### src/rtl/ram_pkg.sv
// Shared constants, FSM state encoding and the march test pattern for the
// 8x8 RAM self-test sequencer.
package ram_pkg;

  localparam int DATA_W = 8;
  localparam int ADDR_W = 3;
  localparam int DEPTH  = 1 << ADDR_W;

  localparam logic [DATA_W-1:0] SEED     = 8'hA5;
  localparam logic [DATA_W-1:0] STEP     = 8'h1F;
  localparam logic [ADDR_W-1:0] ERR_ADDR = 3'd5;

  localparam logic [2:0] ST_IDLE  = 3'd0;
  localparam logic [2:0] ST_WRITE = 3'd1;
  localparam logic [2:0] ST_READ  = 3'd2;
  localparam logic [2:0] ST_DRAIN = 3'd3;
  localparam logic [2:0] ST_DONE  = 3'd4;

  // Pattern for address a; the second pass uses the bitwise inverse.
  function automatic logic [DATA_W-1:0] pattern(input logic [ADDR_W-1:0] a,
                                                input logic inv);
    logic [DATA_W-1:0] p;
    p = SEED + (DATA_W'(a) * STEP);
    return inv ? ~p : p;
  endfunction

endpackage

### src/rtl/ram_march_cmp.sv
// Read-back compare stage: holds the expected value/address for the read
// issued last cycle, flags mismatches against the registered RAM output,
// keeps a saturating error count and latches the first failing location.
module ram_march_cmp
  import ram_pkg::*;
(
  input  logic              clk,
  input  logic              rst,
  input  logic              clr_i,
  input  logic              load_i,
  input  logic [DATA_W-1:0] exp_i,
  input  logic [ADDR_W-1:0] addr_i,
  input  logic              pass_idx_i,
  input  logic [DATA_W-1:0] rd_data_i,
  output logic [3:0]        err_count_o,
  output logic [ADDR_W-1:0] fail_addr_o,
  output logic              fail_pass_o
);

  logic              vld_q;
  logic [DATA_W-1:0] exp_q;
  logic [ADDR_W-1:0] addr_q;
  logic              pidx_q;
  logic [3:0]        err_q;
  logic [ADDR_W-1:0] faddr_q;
  logic              fpass_q;
  logic              mismatch;

  assign mismatch = vld_q && (rd_data_i != exp_q);

  // Pipeline stage aligning the expected value with the 1-cycle RAM read.
  always_ff @(posedge clk or posedge rst) begin
    if (rst) begin
      vld_q  <= 1'b0;
      exp_q  <= '0;
      addr_q <= '0;
      pidx_q <= 1'b0;
    end else begin
      vld_q <= load_i;
      if (load_i) begin
        exp_q  <= exp_i;
        addr_q <= addr_i;
        pidx_q <= pass_idx_i;
      end
    end
  end

  // Error count saturates at 15, so zero reliably marks "no mismatch yet".
  always_ff @(posedge clk or posedge rst) begin
    if (rst) begin
      err_q   <= '0;
      faddr_q <= '0;
      fpass_q <= 1'b0;
    end else if (clr_i) begin
      err_q   <= '0;
      faddr_q <= '0;
      fpass_q <= 1'b0;
    end else if (mismatch) begin
      if (err_q == 4'd0) begin
        faddr_q <= addr_q;
        fpass_q <= pidx_q;
      end
      if (err_q != 4'hF) err_q <= err_q + 4'd1;
    end
  end

  assign err_count_o = err_q;
  assign fail_addr_o = faddr_q;
  assign fail_pass_o = fpass_q;

endmodule

### src/rtl/ram_march_ctrl.sv
// Two-pass march self-test for the 8x8 synchronous RAM: fill with the
// pattern, read back and compare, then repeat with the inverted pattern.
// Optional macro RAM_MARCH_ERR_INJECT_EN flips bit 0 of the pass-0 write
// to ERR_ADDR so the failure-reporting path can be exercised.
//
// state    | meaning
// ---------+---------------------------------------------------
// IDLE     | waiting for start; results of last test held
// WRITE    | one RAM write per cycle, address 0..DEPTH-1
// READ     | one RAM read per cycle, compare of previous read
// DRAIN    | final compare of the last read of the pass
// DONE     | one-cycle done pulse, pass flag becomes valid
module ram_march_ctrl
  import ram_pkg::*;
(
  input  logic              clk,
  input  logic              rst,
  input  logic              start,
  output logic              busy,
  output logic              done,
  output logic              pass,
  output logic [3:0]        err_count,
  output logic [ADDR_W-1:0] fail_addr,
  output logic              fail_pass,
  output logic              ram_W,
  output logic [DATA_W-1:0] ram_data_in,
  output logic [ADDR_W-1:0] ram_addr,
  input  logic [DATA_W-1:0] ram_data_out
);

  logic [2:0]        state_q, state_d;
  logic [ADDR_W-1:0] cnt_q, cnt_d;
  logic              pidx_q, pidx_d;
  logic              pvld_q, pvld_d;
  logic              clr;
  logic              last;
  logic [DATA_W-1:0] wr_pat;

  assign last = (cnt_q == ADDR_W'(DEPTH - 1));

  // Next-state logic; the counter wraps to 0 on its own after DEPTH-1.
  always_comb begin
    state_d = state_q;
    cnt_d   = cnt_q;
    pidx_d  = pidx_q;
    pvld_d  = pvld_q;
    clr     = 1'b0;
    case (state_q)
      ST_IDLE: begin
        if (start) begin
          state_d = ST_WRITE;
          cnt_d   = '0;
          pidx_d  = 1'b0;
          pvld_d  = 1'b0;
          clr     = 1'b1;
        end
      end
      ST_WRITE: begin
        cnt_d = cnt_q + 1'b1;
        if (last) state_d = ST_READ;
      end
      ST_READ: begin
        cnt_d = cnt_q + 1'b1;
        if (last) state_d = ST_DRAIN;
      end
      ST_DRAIN: begin
        if (!pidx_q) begin
          pidx_d  = 1'b1;
          state_d = ST_WRITE;
        end else begin
          pvld_d  = 1'b1;
          state_d = ST_DONE;
        end
      end
      ST_DONE:  state_d = ST_IDLE;
      default:  state_d = ST_IDLE;
    endcase
  end

  // State, address counter, pass index and result-valid registers.
  always_ff @(posedge clk or posedge rst) begin
    if (rst) begin
      state_q <= ST_IDLE;
      cnt_q   <= '0;
      pidx_q  <= 1'b0;
      pvld_q  <= 1'b0;
    end else begin
      state_q <= state_d;
      cnt_q   <= cnt_d;
      pidx_q  <= pidx_d;
      pvld_q  <= pvld_d;
    end
  end

  assign wr_pat = pattern(cnt_q, pidx_q);

`ifdef RAM_MARCH_ERR_INJECT_EN
  logic inj;
  assign inj         = !pidx_q && (cnt_q == ERR_ADDR);
  assign ram_data_in = (state_q == ST_WRITE) ? (wr_pat ^ {{(DATA_W-1){1'b0}}, inj}) : '0;
`else
  assign ram_data_in = (state_q == ST_WRITE) ? wr_pat : '0;
`endif

  assign ram_W    = (state_q == ST_WRITE);
  assign ram_addr = cnt_q;
  assign busy     = (state_q != ST_IDLE);
  assign done     = (state_q == ST_DONE);
  // err_count already includes the DRAIN compare when DONE is entered.
  assign pass     = pvld_q && (err_count == 4'd0);

  ram_march_cmp u_cmp (
    .clk         (clk),
    .rst         (rst),
    .clr_i       (clr),
    .load_i      (state_q == ST_READ),
    .exp_i       (wr_pat),
    .addr_i      (cnt_q),
    .pass_idx_i  (pidx_q),
    .rd_data_i   (ram_data_out),
    .err_count_o (err_count),
    .fail_addr_o (fail_addr),
    .fail_pass_o (fail_pass)
  );

endmodule

### config.mk
export PLATFORM = sky130hd
export DESIGN_NAME = ram_march_ctrl
export DESIGN_NICKNAME = d
export VERILOG_FILES = /design/src/rtl/ram_pkg.sv /design/src/rtl/ram_march_cmp.sv /design/src/rtl/ram_march_ctrl.sv
export SDC_FILE = /design/constraint.sdc
export NUM_CORES = 1
export LEC_CHECK = 0
export BUFFER_PORTS_ARGS = -buffer_cell sky130_fd_sc_hd__buf_2
export CAP_MARGIN = 15
export CORE_ASPECT_RATIO = 1.4
export CORE_MARGIN = 2
export CORE_UTILIZATION = 56
export DETAILED_ROUTE_END_ITERATION = 10
export GPL_TIMING_DRIVEN = 0
export PLACE_DENSITY = 0.79
export SYNTH_ARGS = -nofsm -noshare
export SYNTH_HDL_FRONTEND = slang
export SYNTH_HIERARCHICAL = 1
export SYNTH_SLANG_ARGS = --single-unit
### constraint.sdc
create_clock -name clk -period 4.1 [get_ports clk]
set_input_delay 0.615 -clock clk [delete_from_list [all_inputs] [get_ports clk]]
set_output_delay 0.615 -clock clk [all_outputs]
set_load 0.05 [all_outputs]
-- Yosys cells after proc, flatten, opt, wreduce, memory -nomap -nowiden
Index checks and enable logic that the tools add are counted.
- flip-flop bits (word level): 29
- input bits: 11
- output and inout bits: 23
- logic and storage cells: 68
- $add $sub $neg: 3
- multipliers: 1
- equal/unequal tests: 11
- mux-type cells: 24
- bitwise operators: 1
- reductions and logical operators: 17
- operators by type and width (operator ; count):
    $mux 3 ; 8
    $mux 8 ; 2
    $mux 4 ; 3
    $pmux 3 s4 ; 1
    $reduce_bool 2->1 ; 5
    $add 8x8->8 const A ; 1
    $mul 3x5->8 const B ; 1
    $ne 8x8->1 ; 1
    $not 8->8 ; 1
    $reduce_and 2->1 ; 4
    $mux 1 ; 7
    $eq 3x2->1 const B ; 2
    $eq 3x3->1 const B ; 2
    $ne 2x2->1 const B ; 3
    $pmux 3 s2 ; 1
    $reduce_and 3->1 ; 2
    $add 4x1->4 const B ; 1
    $logic_not 4->1 ; 1
    $ne 4x4->1 const B ; 1
    $pmux 1 s2 ; 2
    $add 3x1->3 const B ; 1
    $eq 3x1->1 const B ; 1
    $logic_not 3->1 ; 1
    $reduce_bool 3->1 ; 1
    other kinds (3) ; 4

-- Logic depth before layout (Yosys ltp)
Gate-level depths: netlist of run 1.
- depth in word-level cells: 5
- gate-level depth with buffers: 12
- depth with buffers taken out: 12

-- Hierarchy
The synthesis of run 1 kept the hierarchy.
- modules (own cells, without submodules) (module ; times used ; cells each ; area each (um^2)):
    ram_march_cmp ; 1 ; 85 ; 1058.5
    ram_march_ctrl ; 1 ; 110 ; 992.2

-- Worst setup path before layout of run 1
Ideal clock, no wire load.
- path kind: flip-flop to output port
- start: register cnt_q[2], in the netlist ram_addr[2]
- end: output ram_data_in[7]
- arrival: 3.422 ns
- data required time: 3.485 ns
- setup slack: 0.063 ns
- cell stages (with the launch flop): 12
- path through: dfrtp_1 > inv_1 > ha_1 > inv_1 > ha_1 > nor2b_1 > or2_2 > ha_1 > nand2_1 > nor2_1 > a21o_2 > mux2i_1
- longest elaborated chain between the ends: 5
- ends and longest elaborated chain (element ; RTL line ; source):
    start: declaration ; ram_march_ctrl.sv:32 ; logic [ADDR_W-1:0] cnt_q, cnt_d;
    start signal: assignment ; ram_march_ctrl.sv:89 ; cnt_q <= cnt_d;
    $mul 3x5->8 * ; ram_pkg.sv:23 ; p = SEED + (DATA_W'(a) * STEP);
    $add 8x8->8 * ; ram_pkg.sv:23 ;
    $not 8->8 ; ram_pkg.sv:24 ; return inv ? ~p : p;
    $mux 8 * ; ram_pkg.sv:24 ;
    $mux 8 * ; ram_march_ctrl.sv:102 ; assign ram_data_in = (state_q == ST_WRITE) ? wr_pat : '0;
    end: declaration ; ram_march_ctrl.sv:26 ; output logic [DATA_W-1:0] ram_data_in,
Mark *: on every way between the ends. The rest lies on a longest branch, timed or not.

-- Final worst setup path of run 1
- start: register cnt_q[1], in the netlist ram_addr[1]
- end: output ram_data_in[5]
- longest elaborated chain between the ends: 5
- ends and longest elaborated chain (element ; RTL line ; source):
    $mul 3x5->8 * ; ram_pkg.sv:23 ;
    $add 8x8->8 * ; ram_pkg.sv:23 ;
    $not 8->8 ; ram_pkg.sv:24 ;
    $mux 8 * ; ram_pkg.sv:24 ;
    net wr_pat[5] ; ram_march_ctrl.sv:37 ; logic [DATA_W-1:0] wr_pat;
    $mux 8 * ; ram_march_ctrl.sv:102 ;
Mark *: on every way through the listed nets, which the timed path passes. The rest lies on a longest branch.

==> results of run 1 <==
cells in the mapped netlist, drive strengths merged:
cell type   n  area share
mux4        1       0.011
a211oi      1      0.0037
and2        5       0.015
nor3        3      0.0073
or3         1      0.0031
o22a        2      0.0085
xor2       14       0.060
a21oi       5       0.014
a311oi      1      0.0043
xnor2       9       0.042
or2         1      0.0031
nand2       9       0.016
a2111oi     1       0.013
ha         15       0.092
a21o        6       0.024
clkbuf      2      0.0037
mux2i       8       0.039
nand3       1      0.0024
and3        1      0.0031
a22oi       2      0.0073
nor2b       7       0.026
nand4b      1      0.0043
o211a       1      0.0049
inv        14       0.026
buf         4      0.0091
fa          2       0.020
nand2b     12       0.037
nor4        2       0.012
o21ai       2      0.0049
mux2       14       0.079
nand4       1      0.0031
a221oi      4       0.017
nor3b       1      0.0037
nor2       13       0.027
dfrtp      29        0.35
cell type report:
class / instances / area, sq um / area share
multi-input combinational: 146 / 1250 / 0.530
sequential: 29 / 727 / 0.309
timing repair buffer: 33 / 165 / 0.0702
clock buffer: 6 / 72.6 / 0.0309
inverter: 14 / 52.6 / 0.0223
tap: 42 / 52.6 / 0.0223
buffer: 6 / 26.3 / 0.0112
clock inverter: 2 / 10.0 / 0.00426
layer usage:
| layer | global-route usage | vias up |
|---|---|---|
| li1 | - | 747 |
| met1 | 0.252 | 710 |
| met2 | 0.364 | 26 |
| met3 | 0.0490 | 4 |
| met4 | 0.0569 | 0 |
| met5 | 0 | - |
critical path: stages (launching register included):
cell and delay (ps):
dfrtp_1 570, inv_1 140, ha_1 300, inv_1 50
ha_1 300, nor2b_1 160, or2_2 330, ha_1 220
a311oi_1 320, xnor2_1 190, and2_1 150, buf_2 250
per-stage QoR:
stage | setup WS (ps) | hold slack, ps
after floorplan | 62.8 | 431
after global placement | 499 | 478
after detailed placement | 453 | 493
after CTS | 123 | 290
after global routing | 33.2 | 310
final | 226 | 291
cells by family after synthesis:
logic type               after synthesis
buffers and inverters                 20
multiplexers                          23
AO/OA/AOI/OAI                         25
adder cells (fa/ha/maj)               17
XOR/XNOR                              23
flip-flops                            29
AND/OR/NAND/NOR                       58
worst min-delay path by stage:
stage | to | slack (ps) | cells after the start
finish | state_q[2] | 290 | 2
global route | state_q[0] | 310 | 2
CTS | state_q[2] | 290 | 2
detailed placement | u_cmp/pidx_q | 490 | 1
global placement | u_cmp/pidx_q | 480 | 1
floorplan | pidx_q | 430 | 1
state kept, by name (all words and copies together), names as in the netlist, 3 cells and up:
name	count
u_cmp/exp_q	8
u_cmp/err_count_o	4
ram_addr	3
state_q	3
u_cmp/addr_q	3
u_cmp/fail_addr_o	3
==> implementation parameters, run 1 <==
Parameter                              Value

Floorplanning
  Height of the die    75.6 microns
  Number of standard-cell rows in the floorplan    26
  Initial core utilization    0.573
  Number of top-level pins    34
  Horizontal die dimension    55.1 microns
  Core region area    3580 sq um
  Die ar.    4170 sq um

Synth
  Fraction of the yosys area taken by sequential cells    0.354
  Arithmetic-cell share of the synthesized area counting full adders, half adders and majority gates    0.111
  Average cell area after synthesis    10.5 sq um
  Xor/xnor cell area share of the yosys netlist    0.102
  Multiplexer area fraction after synthesis    0.129
  Area fraction in compound gates after synthesis    0.102
  Mapped Nets    223
  Count of cell types in the netlist    43
  Flip-flop and latch count after synthesis    29
  Post-synthesis share of cell area spent on and, or, nand and nor gates    0.164
  Cell area after technology mapping    2050 sq um
  Instance count of the mapped netlist    195
  Yosys warns    6
  Combinational family with the most area after synthesis    simple AND/OR/NAND/NOR gates

Setup path
  Crit path max fanout    10
  Required @ worst endpoint    3480 ps
  End point of the critical path    ram_data_in[5]
  Register-to-register setup slack    1140 ps
  Setup crit start kind    register
  Cells on worst reg2reg path    12
  Start-to-end type of the worst setup path    reg -> out
  Crit end category    output port
  Start point of the critical path    ram_addr[1]
  Launch point of the worst reg-to-reg path    ram_addr[1]
  RR Endpoint    u_cmp/exp_q[7]
  Critical path data arrival time    3260 ps

Timing
  Final critical-path share of the clock period    0.945
  Final worst clock skew    3.45 ps
  Count of endpoints failing setup in the final report    0
  RSZ-0062 raised after global routing    no
  Final setup TNS    0 ps
  Achievable clock frequency    258 MHz
  Total count of max-transition violations in the final report    0
  Worst slew margin relative to its limit    0.486
  Final hold violation count    0
  Tmin final    3870 ps
  Slew @ Worst Pin    771 ps

Placement
  Final weighted congestion in routability-driven placement    0.804
  Placed standard-cell area    2270 sq um
  Dpl cells    270
  DP HPWL    3090 microns
  Number of buffer cells added on primary ports    33

Clock tree
  Maximum clock insertion buffer count    2
  Clock tree sinks    29
  CTS Buf Count    5
  Setup fix buffers added after clock tree synthesis    0
  Clock transition at the register clock pins on the worst setup and hold paths after CTS    60 ps
  CTS tree    done
  H-tree levels    2
  Skew-Pair Late Insertion Delay    270 ps
  # resized after CTS    0
  Hold-fix buffers at CTS    0
  Clock root buffer    clkbuf_8

Drt
  Avg WL per Cell    13.9 microns
  First-pass DRT Iterations    4
  Post-detailed-routing wire length    3860 microns
  Remaining antenna violation count    0
  Detailed router's first-iteration violation count    22
  Vias per std cell    5.35
  Routed length on met3    126 microns
  DRC viols    0
  Overall via count from detail_route    1487
  Routed metal-1 wirelength    1660 microns
  Detailed-routed wire length on met2    2040 microns
  Topmost layer with routed signal wires    met4

Layout
  Layout overhead on the synthesized area    14.7%
  Most frequent standard cell in the layout excluding fill and tap cells    buf_2
  Design area    2350 sq um
  Cell Count, Final, Fillers Out    278
  Final core utilization    0.657
  Filler cell count    328
  Proportion of layout cells with a drive suffix above 1    0.301
  Antenna Diode Count    0
  Commonest cells after routing, fill and taps aside    36 x buf_2, 28 x dfrtp_1, 15 x ha_1
  Number of nets in the layout    263

GRT
  Pin count of the biggest net entering global routing    22
  Global-route wire length before repair    6220 microns
  Total congestion overflow    0
  Via count of the first global-routing pass    1438
  GRT Total Usage    0.208
  Initial antenna violation count    0

Status
  Status    complete, no violations

Hold path
  Hold Crit Class    in -> async

Flow run
  Number of max-cap violations    0
Power of run 1 is not shown: default switching activity piles up to over one toggle a cycle in this logic, so the estimate is an artifact.
==> run 2, diff against run 1 <==
Settings changed: REMOVE_ABC_BUFFERS set to 1.
==> run 2 against run 1 <==
  * Via count increased by 1.7%
  * Worst hold slack got worse by 9.0 ps
  * Register-to-register slack improved by 70 ps
  * Final area increased by 0.53%
  * Non-clock buffer count decreased by 6
  * Wire length decreased by 1.6%
  * Final cell count decreased by 2.2%
  * First-iteration DRC count increased by 55%
  * Setup slack improved by 62 ps
  * Clock skew increased by 5.5 ps
  * Sequential share of layout area decreased by 0.11 points
==> implementation parameters, run 2 (same netlist as run 1, synthesis figures left out) <==
Parameter                              Value

Setup path
  Required @ worst endpoint    3480 ps
  Crit end category    output port
  Start-to-end type of the worst setup path    reg -> out
  Worst path slowest cell    dfrtp_2
  Cell Chain, Critical Path    inv_1 -> ha_1 -> inv_1 -> ha_1 -> nor2b_1 -> or2_2 -> ha_1 -> a311oi_1 -> xnor2_1 -> and2_1 -> buf_2
  Critical path data arrival time    3200 ps
  Cell class contributing the biggest share of worst-path delay    adder cells
  Setup crit start kind    register
  Crit path max fanout    9
  Crit-path max cell delay    490 ps
  Count of buffering cells on the critical path with inverters included    3
  Most used cell, CP    ha_1

GRT
  GRT Total Usage    0.205
  Initial antenna violation count    0
  Total congestion overflow    0
  Global-route wire length before repair    6210 microns
  Via count of the first global-routing pass    1423
  Pin count of the biggest net entering global routing    22

Timing
  RSZ-0062 raised after global routing    no
  Final worst slack    287 ps
  Final hold violation count    0
  Final setup TNS    0 ps
  Total count of max-transition violations in the final report    0
  Tmin final    3810 ps
  Slew @ Worst Pin    795 ps
  Worst slew margin relative to its limit    0.469
  Final critical-path share of the clock period    0.930
  Achievable clock frequency    262 MHz
  Final worst clock skew    8.93 ps
  Count of endpoints failing setup in the final report    0

Placement
  Number of buffer cells added on primary ports    33
  Final weighted congestion in routability-driven placement    0.795
  Placed standard-cell area    2240 sq um
  DP HPWL    2910 microns
  Setup slack at placement    403 ps
  Dpl cells    264

Floorplanning
  Initial core utilization    0.573
  Die ar.    4170 sq um
  Horizontal die dimension    55.1 microns
  Number of standard-cell rows in the floorplan    26
  Core region area    3580 sq um
  Number of top-level pins    34
  Height of the die    75.6 microns

Layout
  Top reg by flops    u_cmp/exp_q
  Flip-flop count of the largest register after layout    8
  Antenna Diode Count    0
  Filler cell count    311
  Cell Count, Final, Fillers Out    272
  Layout overhead on the synthesized area    15.3%
  Commonest cells after routing, fill and taps aside    33 x buf_2, 27 x dfrtp_1, 15 x ha_1
  Most frequent standard cell in the layout excluding fill and tap cells    buf_2
  Proportion of layout cells with a drive suffix above 1    0.304
  Design area    2360 sq um
  Number of nets in the layout    257

Status
  Status    complete, no violations

Clock tree
  CTS tree    done
  Clock tree sinks    29
  CTS Buf Count    5
  Setup fix buffers added after clock tree synthesis    0
  Maximum clock insertion buffer count    2
  H-tree levels    2
  Clock root buffer    clkbuf_8
  # resized after CTS    0
  Skew-Pair Late Insertion Delay    280 ps
  Hold-fix buffers at CTS    0
  Clock transition at the register clock pins on the worst setup and hold paths after CTS    70 ps

Drt
  Post-detailed-routing wire length    3800 microns
  DRC viols    0
  First-pass DRT Iterations    4
  Overall via count from detail_route    1513
  Remaining antenna violation count    0
  Detailed router's first-iteration violation count    34
  Avg WL per Cell    14.0 microns
  Vias per std cell    5.56

Hold path
  Hold Crit Class    in -> async

Flow run
  Number of max-cap violations    0
-- run 2: worst paths after layout --
kind	from	to	cells past startpoint	slack, ps
setup reg to reg	ram_addr[2]	u_cmp/exp_q[7]	12	1210
hold / removal	rst	ram_addr[1]	2	280
max in group asynchronous	rst	u_cmp/exp_q[7]	2	3110
min in group clk	u_cmp/addr_q[1]	u_cmp/addr_q[1]	1	510
setup / recovery	ram_addr[2]	ram_data_in[5]	11	290
hold reg to reg	u_cmp/addr_q[1]	u_cmp/addr_q[1]	1	510
-- run 2: area by class of cell --
| type | count | area [sq um] | area share |
|---|---|---|---|
| Multi-Input combinational cell | 146 | 1250 | 0.527 |
| Sequential cell | 29 | 728 | 0.308 |
| Timing Repair Buffer | 33 | 165 | 0.0698 |
| Clock buffer | 6 | 82.6 | 0.0349 |
| Inverter | 14 | 52.6 | 0.0222 |
| Tap cell | 42 | 52.6 | 0.0222 |
| Clock inverter | 2 | 37.5 | 0.0159 |
-- run 2: per-layer routing --
metal / up-vias / global-route usage / wire length, microns
li1: 737 / - / -
met1: 734 / 0.267 / 1660
met2: 37 / 0.339 / 1920
met3: 5 / 0.0529 / 180
met4: 0 / 0.0488 / 36
met5: - / 0 / 0
-- run 2: through the flow --
stage	utilization	hold slack, ps
after floorplan	-	431
after global placement	0.627	494
after detailed placement	0.627	501
after CTS	0.660	286
after global routing	0.661	301
final	0.661	282
-- run 2: worst register-to-register path: stages (launching register included) --
cell and delay, ps:
dfrtp_2 490, inv_1 160, ha_1 300, inv_1 50, ha_1 300, nor2b_1 140, or2_2 310, ha_1 220
nand2_1 90, nor2_1 40, a21o_2 220, xor2_1 160, mux2_2 270
Power of run 2 is left out for the same reason.
